File: src/rtl/gnn_dense_layer_seq.sv
// gnn_dense_layer_seq
// Time-multiplexed dense layer engine. A single multiply-accumulate unit is
// reused across all output channels: each channel takes IN_DIM MAC cycles
// followed by one EMIT cycle (longer if the consumer stalls).
//
// Ports:
//   clk, rst_n            rising-edge clock, asynchronous active-low reset
//   w_wr_en/addr/data     weight write port, address = j*IN_DIM + i; only
//                         honoured while idle and for in-range addresses
//   in_valid/in_ready     feature vector handshake, in_feat packs feature i
//                         at bits [i*DW +: DW]
//   out_valid/out_ready   result handshake, one result per output channel
//   out_data/out_idx      result value and its channel index
//   out_last              marks the result of channel OUT_DIM-1
//   busy                  high whenever a vector is in flight
//
// Build option: define GNN_ACC_SAT_EN to make the accumulator saturate at
// 2^ACC_W-1 instead of wrapping modulo 2^ACC_W.

module gnn_dense_layer_seq #(
  parameter int IN_DIM  = 4,
  parameter int OUT_DIM = 2,
  parameter int DW      = 5,
  parameter int ACC_W   = 20,
  localparam int NW     = IN_DIM * OUT_DIM,
  localparam int AW     = (NW > 1) ? $clog2(NW) : 1,
  localparam int IW     = (OUT_DIM > 1) ? $clog2(OUT_DIM) : 1
) (
  input  logic                 clk,
  input  logic                 rst_n,
  input  logic                 w_wr_en,
  input  logic [AW-1:0]        w_wr_addr,
  input  logic [DW-1:0]        w_wr_data,
  input  logic                 in_valid,
  output logic                 in_ready,
  input  logic [IN_DIM*DW-1:0] in_feat,
  output logic                 out_valid,
  input  logic                 out_ready,
  output logic [ACC_W-1:0]     out_data,
  output logic [IW-1:0]        out_idx,
  output logic                 out_last,
  output logic                 busy
);

  localparam int FW = (IN_DIM > 1) ? $clog2(IN_DIM) : 1;
  // Sum is one bit wider than both the accumulator and the raw product so
  // an overflow (or an over-wide product) is always visible as a carry.
  localparam int SW = ((ACC_W > 2 * DW) ? ACC_W : 2 * DW) + 1;
  localparam logic [AW:0]    W_CNT   = (AW + 1)'(NW);
  localparam logic [FW-1:0]  I_LAST  = FW'(IN_DIM - 1);
  localparam logic [IW-1:0]  J_LAST  = IW'(OUT_DIM - 1);

  typedef enum logic [1:0] {
    IDLE = 2'd0,
    MAC  = 2'd1,
    EMIT = 2'd2
  } state_t;

  state_t                 state_r;
  state_t                 state_nxt_s;
  logic [DW-1:0]          weight_r [NW];
  logic [IN_DIM*DW-1:0]   feat_r;
  logic [ACC_W-1:0]       acc_r;
  logic [ACC_W-1:0]       out_data_r;
  logic [FW-1:0]          i_r;
  logic [IW-1:0]          j_r;

  logic [AW-1:0]          rd_addr_s;
  logic [2*DW-1:0]        prod_s;
  logic [SW-1:0]          sum_s;
  logic [ACC_W-1:0]       acc_next_s;
  logic                   wr_ok_s;

  // MAC datapath: current product and the next accumulator value
  always_comb begin
    rd_addr_s  = AW'(j_r * IN_DIM) + AW'(i_r);
    prod_s     = feat_r[i_r*DW +: DW] * weight_r[rd_addr_s];
    sum_s      = SW'(acc_r) + SW'(prod_s);
`ifdef GNN_ACC_SAT_EN
    // Once saturated, every further nonzero add overflows again, so the
    // value stays pinned at the maximum until acc is cleared per channel.
    if (|sum_s[SW-1:ACC_W]) begin
      acc_next_s = {ACC_W{1'b1}};
    end else begin
      acc_next_s = sum_s[ACC_W-1:0];
    end
`else
    acc_next_s = ACC_W'(sum_s);
`endif
    wr_ok_s    = w_wr_en && (state_r == IDLE) && ({1'b0, w_wr_addr} < W_CNT);
  end

  // State register
  always_ff @(posedge clk or negedge rst_n) begin
    if (!rst_n) begin
      state_r <= IDLE;
    end else begin
      state_r <= state_nxt_s;
    end
  end

  // Next-state logic
  always_comb begin
    state_nxt_s = state_r;
    case (state_r)
      IDLE: begin
        if (in_valid) begin
          state_nxt_s = MAC;
        end else begin
          state_nxt_s = IDLE;
        end
      end
      MAC: begin
        if (i_r == I_LAST) begin
          state_nxt_s = EMIT;
        end else begin
          state_nxt_s = MAC;
        end
      end
      EMIT: begin
        if (!out_ready) begin
          state_nxt_s = EMIT;
        end else if (j_r == J_LAST) begin
          state_nxt_s = IDLE;
        end else begin
          state_nxt_s = MAC;
        end
      end
      default: state_nxt_s = IDLE;
    endcase
  end

  // Output decode from registered state and counters
  always_comb begin
    in_ready  = (state_r == IDLE);
    busy      = (state_r != IDLE);
    out_valid = (state_r == EMIT);
    out_last  = (state_r == EMIT) && (j_r == J_LAST);
    out_idx   = j_r;
    out_data  = out_data_r;
  end

  // Weight file, feature latch, counters and accumulator
  always_ff @(posedge clk or negedge rst_n) begin
    if (!rst_n) begin
      for (int k = 0; k < NW; k++) begin
        weight_r[k] <= '0;
      end
      feat_r     <= '0;
      acc_r      <= '0;
      out_data_r <= '0;
      i_r        <= '0;
      j_r        <= '0;
    end else begin
      if (wr_ok_s) begin
        weight_r[w_wr_addr] <= w_wr_data;
      end
      case (state_r)
        IDLE: begin
          if (in_valid) begin
            feat_r <= in_feat;
            acc_r  <= '0;
            i_r    <= '0;
            j_r    <= '0;
          end
        end
        MAC: begin
          acc_r <= acc_next_s;
          if (i_r == I_LAST) begin
            i_r        <= '0;
            out_data_r <= acc_next_s;
          end else begin
            i_r <= i_r + 1'b1;
          end
        end
        EMIT: begin
          if (out_ready && (j_r != J_LAST)) begin
            j_r   <= j_r + 1'b1;
            i_r   <= '0;
            acc_r <= '0;
          end
        end
        default: begin
          acc_r <= '0;
        end
      endcase
    end
  end

endmodule

File: config.mk
export PLATFORM = sky130hd
export DESIGN_NAME = gnn_dense_layer_seq
export DESIGN_NICKNAME = d
export VERILOG_FILES = /design/src/rtl/gnn_dense_layer_seq.sv
export SDC_FILE = /design/constraint.sdc
export NUM_CORES = 1
export LEC_CHECK = 0
export ABC_CLOCK_PERIOD_IN_PS = 11100
export CELL_PAD_IN_SITES_DETAIL_PLACEMENT = 1
export CELL_PAD_IN_SITES_GLOBAL_PLACEMENT = 2
export CORE_UTILIZATION = 41
export DETAILED_ROUTE_END_ITERATION = 12
export MAX_ROUTING_LAYER = met4
export PLACE_DENSITY_LB_ADDON = 0.1
export SETUP_SLACK_MARGIN = 0.3
export SLEW_MARGIN = 20
export SYNTH_ARGS = -nofsm -noshare
export SYNTH_HDL_FRONTEND = slang
export SYNTH_SLANG_ARGS = --single-unit
File: constraint.sdc
create_clock -name clk -period 11.1 [get_ports clk]
set_input_delay 2.22 -clock clk [delete_from_list [all_inputs] [get_ports clk]]
set_output_delay 2.22 -clock clk [all_outputs]
set_load 0.02 [all_outputs]
==> out/metrics.csv <==
metric,value,unit
finalSetupTns,0,ns
postCtsSetupBuffers,0,
cts-buffers-inserted,9,
crit_type,register to register,
final_cell_count_no_fill,700,
dr.pass1.iters,4,
via_per_inst,5.31,
syn_inst,467,
setup.worst_path.end,acc_r[9]$_DFFE_PN0P_,
synthFlopType,dfrtp_1,
synth_edf_count,0,
grt_max_degree,67,
grt_pass1_wl,21.8,mm
path_clk_slew,0.07,ns
dieArea,14400,sq um
fillCellCount,1415,
whs_path_depth,2,
num_rows,42,
gp_congestion,0.766,
synth_common_cells,"dfrtp_1 (105), mux2_2 (66), nand2_1 (40)",
netlist.area_leader.share,46.0,%
hold_viol,0,
ioPinCount,58,
max_stage_delay,0.74,ns
period_needed,5.26,ns
rsz0062_at_grt,false,
ys_seq_area_share,46.0,%
grt_pass1_vias,4186,
cp_slowest_cell,dfrtp_2,
die_w,120,um
start_kind,register,
grt.total_usage,20.6,%
path_common_cell,fa_1,
dp_hpwl,9.25,mm
outcome,completed,
fmax,190,MHz
period_share,47.4,%
overflow,0,
synth_most_common_cell,dfrtp_1,
cap_violations,0,
timing.slew.headroom,35.3,%
cp.required,11.35,ns
worstPathArrival,5.51,ns
r2r_start,i_r[0]$_DFFE_PN0P_,
wire_per_inst,18.1,um
fin_skew,0.00807,ns
insertion_delay,0.36,ns
core_area,13400,sq um
routed-via-count,3716,
yosysWarnings,0,
dp.cells,686,
rrSetupSlack,5.84,ns
cts_resized,0,
reg2reg_to,acc_r[9]$_DFFE_PN0P_,
critPathLaunch,i_r[0]$_DFFE_PN0P_,
crit_buf_inv,2,
endpoint_kind,register,
drtIter0Drc,126,
ff_latch_area,2630,sq um
htreeDepth,3,
layout-area-overhead-vs-synth,18.1,%
syn_avg_cell_area,12.2,sq um
drive_gt1_share,21.2,%
hold-worst-slack,0.485,ns
clockBufferDepth,2,
wirelength,12.7,mm
final_cell_area,6750,sq um
cts_tree,done,
yosys-top-cells-area,"dfrtp_1 (46%), mux2_2 (13%), fa_1 (6.0%), mux4_2 (5.9%), ha_1 (4.6%)",
yosysTopAreaCell,dfrtp_1,
hp-class,register to register,
syn_nets,538,
ys_types,45,
cp_max_fo,18,
synth_seq_cells,105,
start_util,42.7,%
post_dp_cell_area,6450,sq um
worst_pin_slew,0.971,ns
post-route-drc-count,0,
setup_viol,0,
cts_root_buf,clkbuf_16,
io_buffers,57,
ant_nets,0,
hold_buffers,0,
nets,592,
cts_sinks,105,
antenna_found_initial,0,
die_y,120,um
crit_chain,mux4_2 > mux2i_1 > nor2b_1 > fa_1 > fa_1 > inv_1 > fa_1 > inv_1 > ha_1 > a21o_1 > a31o_4 > o21ai_2 > a21boi_1 > or3_1 > a32o_2,
diodes,0,
slew_viol_final,0,
ff2ff_path_depth,15,
synth_area,5720,sq um
multi_input_area,2880,sq um
async_reset_ff_share,100,%
crit_family,adder cells,
crit_cells,15,
worst min-delay path by stage:
stage,from,end,slack (ns)
final,out_data[8]$_DFFE_PN0P_,out_data[8]$_DFFE_PN0P_,0.49
after global routing,out_data[4]$_DFFE_PN0P_,out_data[4]$_DFFE_PN0P_,0.52
after CTS,out_data[8]$_DFFE_PN0P_,out_data[8]$_DFFE_PN0P_,0.49
after detailed placement,out_data[8]$_DFFE_PN0P_,out_data[8]$_DFFE_PN0P_,0.48
after global placement,out_data[5]$_DFFE_PN0P_,out_data[5]$_DFFE_PN0P_,0.46
after floorplan,acc_r[10]$_DFFE_PN0P_,acc_r[10]$_DFFE_PN0P_,0.46
sequential cells by signal, indices dropped and copies added (netlist names):
name,flops
out_data,20
feat_r,20
state_r,2
weight_r,40
acc_r,20
i_r,2
out_idx,1
through the flow:
step,utilization [%],setup WS (ns)
after floorplan,-,6.32
after global placement,48.1,5.44
after detailed placement,48.1,5.44
after CTS,50.4,5.40
after global routing,50.4,5.54
final,50.4,5.84
logic make-up after synthesis:
family	count (synthesis)	synth area share [%]
fa+ha+maj	38	10.5
mux	87	20.0
compound gates	73	8.60
simple gates	99	9.04
buf+inv	50	3.61
flops	105	46.0
xor+xnor	15	2.30
cells in the final DEF (no fill, tap or decap), types with 3 or more instances in the layout:
cell type        instances
nand3_1                  3
nor2b_1                 23
mux2_2                  66
o31ai_1                  3
nor3b_1                  3
a22o_1                   4
xor2_1                   8
a31oi_1                  4
clkbuf_16                9
a21boi_1                 3
xnor2_1                  7
dfrtp_1                104
ha_1                    21
mux4_2                  15
nor2_1                   4
clkdlybuf4s50_1         56
buf_4                    4
fa_1                    17
a21oi_1                 12
and3_1                   6
o21ai_1                  6
mux2i_1                  6
a21o_1                   6
inv_1                   32
nand2b_1                12
nand2_1                 40
o21ai_0                 22
layer usage:
metal / GRT usage (%) / routed length [um]
met1: 24.3 / 5550
met2: 35.5 / 6600
met3: 3.56 / 319
met4: 6.64 / 185
met5: - / 0
layout make-up:
class / instances / share of cell area (%)
timing repair buffer: 60 / 8.74
tap: 176 / 3.26
inverter: 33 / 1.83
clock inverter: 4 / 1.15
multi-input combinational: 312 / 42.7
clock buffer: 10 / 3.39
sequential: 105 / 38.9
worst min-delay path: cells and delay by family (launching register included):
kind / cells / cell delay [ns]
and+or+nand+nor: 1 / 0.05
DFF: 1 / 0.34
AOI/OAI and AO/OA: 1 / 0.06
Power is left out: the tool's default activity adds up to more than one toggle a clock period on the data nets, which glitch-free logic cannot reach.
